==> src/rtl/ps2_keycmd_pkg.sv <==
// Shared types and constants for the PS/2 command-key tracker.
// Optional repeat filtering is enabled with PS2_KEYCMD_REPEAT_FILTER_EN
// (see ps2_keycmd_tracker.sv).
package ps2_keycmd_pkg;

    typedef enum logic [5:0] {
        KC_NONE = 6'd0,
        KC_CTRL, KC_ALT, KC_SHFT,
        KC_ENTR, KC_BKSP, KC_DEL, KC_ESC, KC_TAB,
        KC_CSLK, KC_NMLK, KC_SLLK,
        KC_INSR, KC_HOME, KC_END, KC_PGUP, KC_PGDN,
        KC_UP, KC_DOWN, KC_LEFT, KC_RGHT, KC_PTSC,
        KC_F1, KC_F2, KC_F3, KC_F4, KC_F5, KC_F6,
        KC_F7, KC_F8, KC_F9, KC_F10, KC_F11, KC_F12
    } keycmd_e;

    typedef enum logic [1:0] {
        IDLE,
        EXT,
        BRK,
        EXT_BRK
    } ps2_state_e;

    // Scan-code prefix bytes
    localparam logic [7:0] PFX_E0 = 8'he0;
    localparam logic [7:0] PFX_F0 = 8'hf0;
    localparam logic [7:0] PFX_E1 = 8'he1;

    // Bit positions in the held-modifier mask
    localparam int HB_LCTRL = 0;
    localparam int HB_RCTRL = 1;
    localparam int HB_LALT  = 2;
    localparam int HB_RALT  = 3;
    localparam int HB_LSHFT = 4;
    localparam int HB_RSHFT = 5;

    // Bit positions in the lock registers
    localparam int LK_CAPS   = 0;
    localparam int LK_NUM    = 1;
    localparam int LK_SCROLL = 2;

    // F<n> maps to KC_FKEY_BASE + n
    localparam logic [5:0] KC_FKEY_BASE = KC_F1 - 6'd1;

    // Keyboard-generated fake shifts around extended keys carry no meaning
    function automatic logic is_fake_shift(input logic [15:0] code);
        return (code == 16'he012) || (code == 16'he059);
    endfunction

endpackage

==> src/rtl/ps2_keycmd_decode.sv <==
// Combinational map from an assembled 16-bit scan code to a keycmd_e.
// Function keys beyond F<P_FKEYS> decode to KC_NONE.
module ps2_keycmd_decode
    import ps2_keycmd_pkg::*;
#(
    parameter int P_FKEYS = 12
) (
    input  logic [15:0] code,
    output keycmd_e     evt
);

    logic [3:0] fnum;

    // Function-key number (1..12) for this code, 0 if not a function key
    always_comb begin
        fnum = 4'd0;
        case (code)
            16'h0005: fnum = 4'd1;
            16'h0006: fnum = 4'd2;
            16'h0004: fnum = 4'd3;
            16'h000c: fnum = 4'd4;
            16'h0003: fnum = 4'd5;
            16'h000b: fnum = 4'd6;
            16'h0083: fnum = 4'd7;
            16'h000a: fnum = 4'd8;
            16'h0001: fnum = 4'd9;
            16'h0009: fnum = 4'd10;
            16'h0078: fnum = 4'd11;
            16'h0007: fnum = 4'd12;
            default:  fnum = 4'd0;
        endcase
    end

    // Command-key lookup; function keys override when within the decoded range
    always_comb begin
        evt = KC_NONE;
        case (code)
            16'h0014, 16'he014: evt = KC_CTRL;
            16'h0011, 16'he011: evt = KC_ALT;
            16'h0012, 16'h0059: evt = KC_SHFT;
            16'h005a, 16'he05a: evt = KC_ENTR;
            16'h0066:           evt = KC_BKSP;
            16'he071:           evt = KC_DEL;
            16'h0076:           evt = KC_ESC;
            16'h000d:           evt = KC_TAB;
            16'h0058:           evt = KC_CSLK;
            16'h0077:           evt = KC_NMLK;
            16'h007e:           evt = KC_SLLK;
            16'he070:           evt = KC_INSR;
            16'he06c:           evt = KC_HOME;
            16'he069:           evt = KC_END;
            16'he07d:           evt = KC_PGUP;
            16'he07a:           evt = KC_PGDN;
            16'he075:           evt = KC_UP;
            16'he072:           evt = KC_DOWN;
            16'he06b:           evt = KC_LEFT;
            16'he074:           evt = KC_RGHT;
            16'he07c:           evt = KC_PTSC;
            default:            evt = KC_NONE;
        endcase
        if (fnum != 4'd0 && int'(fnum) <= P_FKEYS)
            evt = keycmd_e'(KC_FKEY_BASE + {2'b00, fnum});
    end

endmodule

==> src/rtl/ps2_keycmd_tracker.sv <==
// PS/2 command-key tracker: assembles E0/F0 sequences into one registered
// event per key, tracks held modifiers and lock toggles, aborts bad or
// stalled sequences with o_perr.
// Define PS2_KEYCMD_REPEAT_FILTER_EN to drop typematic repeats of held keys.
module ps2_keycmd_tracker
    import ps2_keycmd_pkg::*;
#(
    parameter int P_FKEYS = 12,
    parameter int P_TMO   = 100000,
    parameter int P_TMO_W = $clog2(P_TMO + 1)
) (
    input  logic        i_clk,
    input  logic        i_rst,
    input  logic [7:0]  i_data,
    input  logic        i_vld,
    input  logic        i_err,
    output logic [15:0] o_key,
    output logic        o_key_vld,
    output logic        o_key_brk,
    output keycmd_e     o_evt,
    output logic [5:0]  o_held,
    output logic        o_ctrl,
    output logic        o_alt,
    output logic        o_shft,
    output logic        o_cslk,
    output logic        o_nmlk,
    output logic        o_sllk,
    output logic        o_perr
);

    ps2_state_e         state_q, state_d;
    logic [P_TMO_W-1:0] tmo_q, tmo_d;
    logic               done, done_brk, perr_d;
    logic [15:0]        done_code;
    keycmd_e            dec_evt;
    logic               mod_hit, lock_hit;
    logic [2:0]         mod_idx;
    logic [1:0]         lock_idx;
    logic               commit, filtered, emit;
    logic [5:0]         held_q;
    logic [2:0]         lock_q, lock_held_q;

    ps2_keycmd_decode #(.P_FKEYS(P_FKEYS)) u_decode (
        .code (done_code),
        .evt  (dec_evt)
    );

    // Parser state and inter-byte timeout counter
    always_ff @(posedge i_clk) begin
        if (i_rst) begin
            state_q <= IDLE;
            tmo_q   <= '0;
        end else begin
            state_q <= state_d;
            tmo_q   <= tmo_d;
        end
    end

    // Sequence assembly: errors first, then bytes, then timeout
    always_comb begin
        state_d   = state_q;
        tmo_d     = tmo_q;
        perr_d    = 1'b0;
        done      = 1'b0;
        done_brk  = 1'b0;
        done_code = 16'h0000;
        if (i_err) begin
            perr_d  = 1'b1;
            state_d = IDLE;
            tmo_d   = '0;
        end else if (i_vld) begin
            tmo_d = '0;
            if (i_data == PFX_E1) begin
                perr_d  = 1'b1;
                state_d = IDLE;
            end else begin
                case (state_q)
                    IDLE: begin
                        if (i_data == PFX_E0)      state_d = EXT;
                        else if (i_data == PFX_F0) state_d = BRK;
                        else begin
                            done      = 1'b1;
                            done_code = {8'h00, i_data};
                        end
                    end
                    EXT: begin
                        if (i_data == PFX_F0)      state_d = EXT_BRK;
                        else if (i_data == PFX_E0) perr_d = 1'b1;
                        else begin
                            done      = 1'b1;
                            done_code = {PFX_E0, i_data};
                            state_d   = IDLE;
                        end
                    end
                    BRK, EXT_BRK: begin
                        state_d = IDLE;
                        if (i_data == PFX_E0 || i_data == PFX_F0) perr_d = 1'b1;
                        else begin
                            done      = 1'b1;
                            done_brk  = 1'b1;
                            done_code = {(state_q == EXT_BRK) ? PFX_E0 : 8'h00, i_data};
                        end
                    end
                    default: state_d = IDLE;
                endcase
            end
        end else if (state_q != IDLE) begin
            if (tmo_q == P_TMO_W'(P_TMO - 1)) begin
                perr_d  = 1'b1;
                state_d = IDLE;
                tmo_d   = '0;
            end else begin
                tmo_d = tmo_q + 1'b1;
            end
        end else begin
            tmo_d = '0;
        end
    end

    // Classify the completed code as modifier or lock key
    always_comb begin
        mod_hit  = 1'b1;
        mod_idx  = 3'd0;
        lock_hit = 1'b1;
        lock_idx = 2'd0;
        case (done_code)
            16'h0014: mod_idx = 3'(HB_LCTRL);
            16'he014: mod_idx = 3'(HB_RCTRL);
            16'h0011: mod_idx = 3'(HB_LALT);
            16'he011: mod_idx = 3'(HB_RALT);
            16'h0012: mod_idx = 3'(HB_LSHFT);
            16'h0059: mod_idx = 3'(HB_RSHFT);
            default:  mod_hit = 1'b0;
        endcase
        case (done_code)
            16'h0058: lock_idx = 2'(LK_CAPS);
            16'h0077: lock_idx = 2'(LK_NUM);
            16'h007e: lock_idx = 2'(LK_SCROLL);
            default:  lock_hit = 1'b0;
        endcase
    end

    assign commit = done && !is_fake_shift(done_code);
    assign emit   = commit && !filtered;

`ifdef PS2_KEYCMD_REPEAT_FILTER_EN
    logic [15:0] last_code_q;
    logic        last_vld_q;

    // A make for something already held is a typematic repeat: drop it
    always_comb begin
        filtered = 1'b0;
        if (!done_brk) begin
            if (mod_hit)       filtered = held_q[mod_idx];
            else if (lock_hit) filtered = lock_held_q[lock_idx];
            else               filtered = last_vld_q && (last_code_q == done_code);
        end
    end

    // Remember the last ordinary make; any break forgets it
    always_ff @(posedge i_clk) begin
        if (i_rst) begin
            last_code_q <= 16'h0000;
            last_vld_q  <= 1'b0;
        end else if (commit) begin
            if (done_brk) begin
                last_vld_q <= 1'b0;
            end else if (!mod_hit && !lock_hit) begin
                last_code_q <= done_code;
                last_vld_q  <= 1'b1;
            end
        end
    end
`else
    assign filtered = 1'b0;
`endif

    // Registered event outputs plus held-modifier and lock tracking
    always_ff @(posedge i_clk) begin
        if (i_rst) begin
            o_key       <= 16'h0000;
            o_key_vld   <= 1'b0;
            o_key_brk   <= 1'b0;
            o_evt       <= KC_NONE;
            o_perr      <= 1'b0;
            held_q      <= 6'b0;
            lock_q      <= 3'b0;
            lock_held_q <= 3'b0;
        end else begin
            o_key_vld <= emit;
            o_perr    <= perr_d;
            if (emit) begin
                o_key     <= done_code;
                o_key_brk <= done_brk;
                o_evt     <= dec_evt;
            end
            if (commit && mod_hit)
                held_q[mod_idx] <= !done_brk;
            if (commit && lock_hit) begin
                // Toggle only on the first make; auto-repeat makes while held don't count
                if (!done_brk && !lock_held_q[lock_idx])
                    lock_q[lock_idx] <= !lock_q[lock_idx];
                lock_held_q[lock_idx] <= !done_brk;
            end
        end
    end

    assign o_held = held_q;
    assign o_ctrl = held_q[HB_LCTRL] | held_q[HB_RCTRL];
    assign o_alt  = held_q[HB_LALT]  | held_q[HB_RALT];
    assign o_shft = held_q[HB_LSHFT] | held_q[HB_RSHFT];
    assign o_cslk = lock_q[LK_CAPS];
    assign o_nmlk = lock_q[LK_NUM];
    assign o_sllk = lock_q[LK_SCROLL];

endmodule

==> config.mk <==
export PLATFORM = sky130hd
export DESIGN_NAME = ps2_keycmd_tracker
export DESIGN_NICKNAME = d
export VERILOG_FILES = /design/src/rtl/ps2_keycmd_pkg.sv /design/src/rtl/ps2_keycmd_decode.sv /design/src/rtl/ps2_keycmd_tracker.sv
export SDC_FILE = /design/constraint.sdc
export NUM_CORES = 1
export LEC_CHECK = 0
export ABC_AREA = 1
export BUFFER_PORTS_ARGS = -buffer_cell sky130_fd_sc_hd__buf_2
export CORE_ASPECT_RATIO = 1.5
export CORE_MARGIN = 2
export CORE_UTILIZATION = 49
export DETAILED_ROUTE_END_ITERATION = 7
export GPL_TIMING_DRIVEN = 0
export HOLD_SLACK_MARGIN = 0.06
export PLACE_DENSITY = 0.69
export SYNTH_ARGS = -nofsm -noshare
export SYNTH_HDL_FRONTEND = slang
export SYNTH_HIERARCHICAL = 1
export SYNTH_SLANG_ARGS = --single-unit
==> constraint.sdc <==
create_clock -name i_clk -period 6.6 [get_ports i_clk]
set_clock_uncertainty 0.1 [all_clocks]
set_input_delay 1.32 -clock i_clk [delete_from_list [all_inputs] [get_ports i_clk]]
set_output_delay 1.32 -clock i_clk [all_outputs]
set_load 0.05 [all_outputs]
==> results_dict.tcl <==
set metrics [dict create \
    status "finished clean" \
    multi_input_area_um2 2340 \
    die_x_um 75.5 \
    cts_root_buf "clkbuf_16" \
    wl_met2_um 5170 \
    crit_required_ps 6730 \
    fmax_ghz 0.227 \
    synth_area_per_cell_um2 6.21 \
    die_y_um 111 \
    r2r-end "o_evt[4]" \
    slew_headroom 0.568 \
    start_util 0.500 \
    fillers 793 \
    cts.path.max_buffers 2 \
    hold_viol_final 0 \
    grtUsageTotal 0.248 \
    hpwl_um 7930 \
    wl_met1_um 3910 \
    cts_htree_levels 2 \
    tritoncts "built" \
    grt_antenna_before_repair 0 \
    dieArea_um2 8390 \
    wl_um 9790 \
    max-vdd-ir-drop_uv 166 \
    ys_ff_latch 49 \
    first_pass_iters 4 \
    antennaDiodeCount 0 \
    portBuffers 41 \
    min_from "tmo_q[0]" \
    routabilityCongestion 0.924 \
    grt_pass1_wl_um 16400 \
    via_count 3952 \
    drt_iter0_drc 219 \
    synth_edf_count 0 \
    async_flop_share 0 \
    grt_pass1_vias 3751 \
    reg2reg_slack_ps 3510 \
    p_per_area_nw_per_um2 153 \
    core_area_um2 7510 \
    rsz0062_at_grt "false" \
    synth_flop_cell "dfxtp_1" \
    tns_ps 0 \
    min_path_cells 1 \
    wl_met3_um 295 \
    num_rows 39 \
    cp-start-kind "input pin" \
    insertion_delay_ps 300 \
    syn_to_final_growth_pct 13.9 \
    max_cap_violations 0 \
    syn_inst 605 \
    ys_seq_area_frac 0.261 \
    arrival_ps 4530 \
    cp_max_fo 14 \
    hold_ws_ps 350 \
    avgRoutedWirePerCell_um 12.8 \
    layout_min_cycle_time_ps 4400 \
    top_layer_used "met4" \
    grt_overflow 0 \
    post_cts_resize_count 0 \
    slew_violations 0 \
    grt_max_degree 18 \
    min_path_type "flop to flop" \
    finalSetupViolCount 0 \
    vias_per_cell 5.16 \
    criticalPathCategory "input pin to flop" \
    cts_buffers 5 \
    clk_pin_slew_ps 70 \
    final_cell_mix "nand2_1, nor2_1, inv_1" \
    drive_above_1_share 0.215 \
    cts.sinks 49 \
    period_share 0.666 \
    end_kind "flop" \
    drcViolationCount 0 \
    r2r-start "state_q[0]" \
    post-cts-setup-buffer-count 0 \
    ff2ff_path_depth 16 \
    p_leak_nw 1.93 \
    synth_area_um2 3750 \
    pin_count 49 \
    ctsHoldBuffers 0 \
    yosysUniqueCellTypes 44 \
    seqCellArea_um2 981 \
    hold_path_end "tmo_q[0]" \
    worst_slew_pin_slew_ps 646 \
    final_common_cell "nand2_1" \
    postRouteAntennaNets 0 \
    yosysWarnings 6 \
    nNetsFinal 678 \
]
==> through the flow <==
| stage | power, mW | area, um2 | util | setup WS (ps) | cells |
|---|---|---|---|---|---|
| after CTS | 0.661 | 4280 | 0.569 | 2230 | 766 |
| final | 0.653 | 4280 | 0.569 | 2200 | 766 |
| after global routing | 0.680 | 4280 | 0.569 | 1900 | 766 |
| after detailed placement | 0.394 | 4130 | 0.549 | 1930 | 758 |
| after floorplan | 0.374 | 3790 | - | 2650 | 615 |
| after global placement | 0.394 | 4130 | 0.549 | 2010 | 758 |
==> final cells by class <==
cell class / instances / area share
multi-input cells: 459 / 0.547
flip-flops and latches: 49 / 0.229
inverters: 89 / 0.0781
repair buffers: 41 / 0.0480
plain buffers: 18 / 0.0322
well taps: 102 / 0.0298
clock buffers: 5 / 0.0293
clock inverters: 3 / 0.00614
==> Yosys cell counts, types with 2 or more instances <==
| library cell | count | area, um2 |
|---|---|---|
| nor4_1 | 4 | 25.0 |
| nand2_2 | 23 | 144 |
| buf_4 | 10 | 75.1 |
| nand3_2 | 3 | 30.0 |
| a21oi_2 | 9 | 78.8 |
| nor2_1 | 80 | 300 |
| clkbuf_1 | 3 | 11.3 |
| nor3_4 | 2 | 32.5 |
| nor3b_1 | 2 | 15.0 |
| o21ai_0 | 22 | 110 |
| ha_1 | 3 | 37.5 |
| o21ai_2 | 2 | 17.5 |
| o31ai_1 | 2 | 15.0 |
| dfxtp_1 | 49 | 981 |
| nor3_1 | 17 | 85.1 |
| nand2_1 | 137 | 514 |
| nand3_1 | 52 | 260 |
| inv_1 | 76 | 285 |
| a211oi_1 | 2 | 15.0 |
| nand3b_1 | 3 | 22.5 |
| nor2_2 | 13 | 81.3 |
| a21oi_1 | 30 | 150 |
| or2_2 | 3 | 18.8 |
| xor2_1 | 2 | 17.5 |
| inv_2 | 13 | 48.8 |
| nor2_4 | 6 | 67.6 |
| a31oi_1 | 3 | 18.8 |
| nand4_1 | 17 | 106 |
| buf_6 | 2 | 22.5 |
==> power by group <==
group	internal [mW]	switching [mW]
logic	0.0235	0.0642
clock network	0.143	0.122
registers	0.298	0.00187
==> critical path, cell delays in order <==
cell      delay (ps)
buf_2            120
nand2_1           90
nor2_1            80
o21ai_2          340
nand3_1          200
nor2_2           470
nor2_1           100
nand2_1          140
nor2_4            70
buf_6            140
nand3_1          140
nand3_1          100
nor2_1           190
ha_1             240
nand3_2          130
o21bai_4         210
nand2_1           70
o21ai_0          100
nand3_1          120
a21oi_2          150
==> routing by layer <==
metal / global-route usage / vias to the layer above
li1: - / 2048
met1: 0.272 / 1788
met2: 0.436 / 85
met3: 0.0373 / 31
met4: 0.130 / 0
met5: 0 / -
==> state kept, by name, indices dropped and copies added (netlist names) <==
register     flops
o_evt            6
tmo_q           17
o_perr           1
o_held           6
o_key            9
o_key_vld        1
lock_q           3
o_key_brk        1
state_q          2
lock_held_q      3
==> cell families after synthesis <==
group                      share of synthesized area
and+or+nand+nor                                0.475
AOI/OAI and AO/OA                              0.123
DFF                                            0.261
other                                       0.000999
adders and majority gates                     0.0100
buffers and inverters                          0.126
xor gates and xnor gates                     0.00467
==> worst max path at each step <==
| stage | start | to | slack (ps) |
|---|---|---|---|
| floorplan | i_data[6] | o_evt[3] | 2650 |
| global placement | i_data[4] | o_evt[4] | 2010 |
| detailed placement | i_data[6] | o_evt[4] | 1930 |
| CTS | i_data[6] | o_evt[4] | 2230 |
| global route | i_data[6] | o_evt[4] | 1900 |
| finish | i_data[6] | o_evt[4] | 2200 |
No activity file was read; power rests on OpenSTA's default activity.
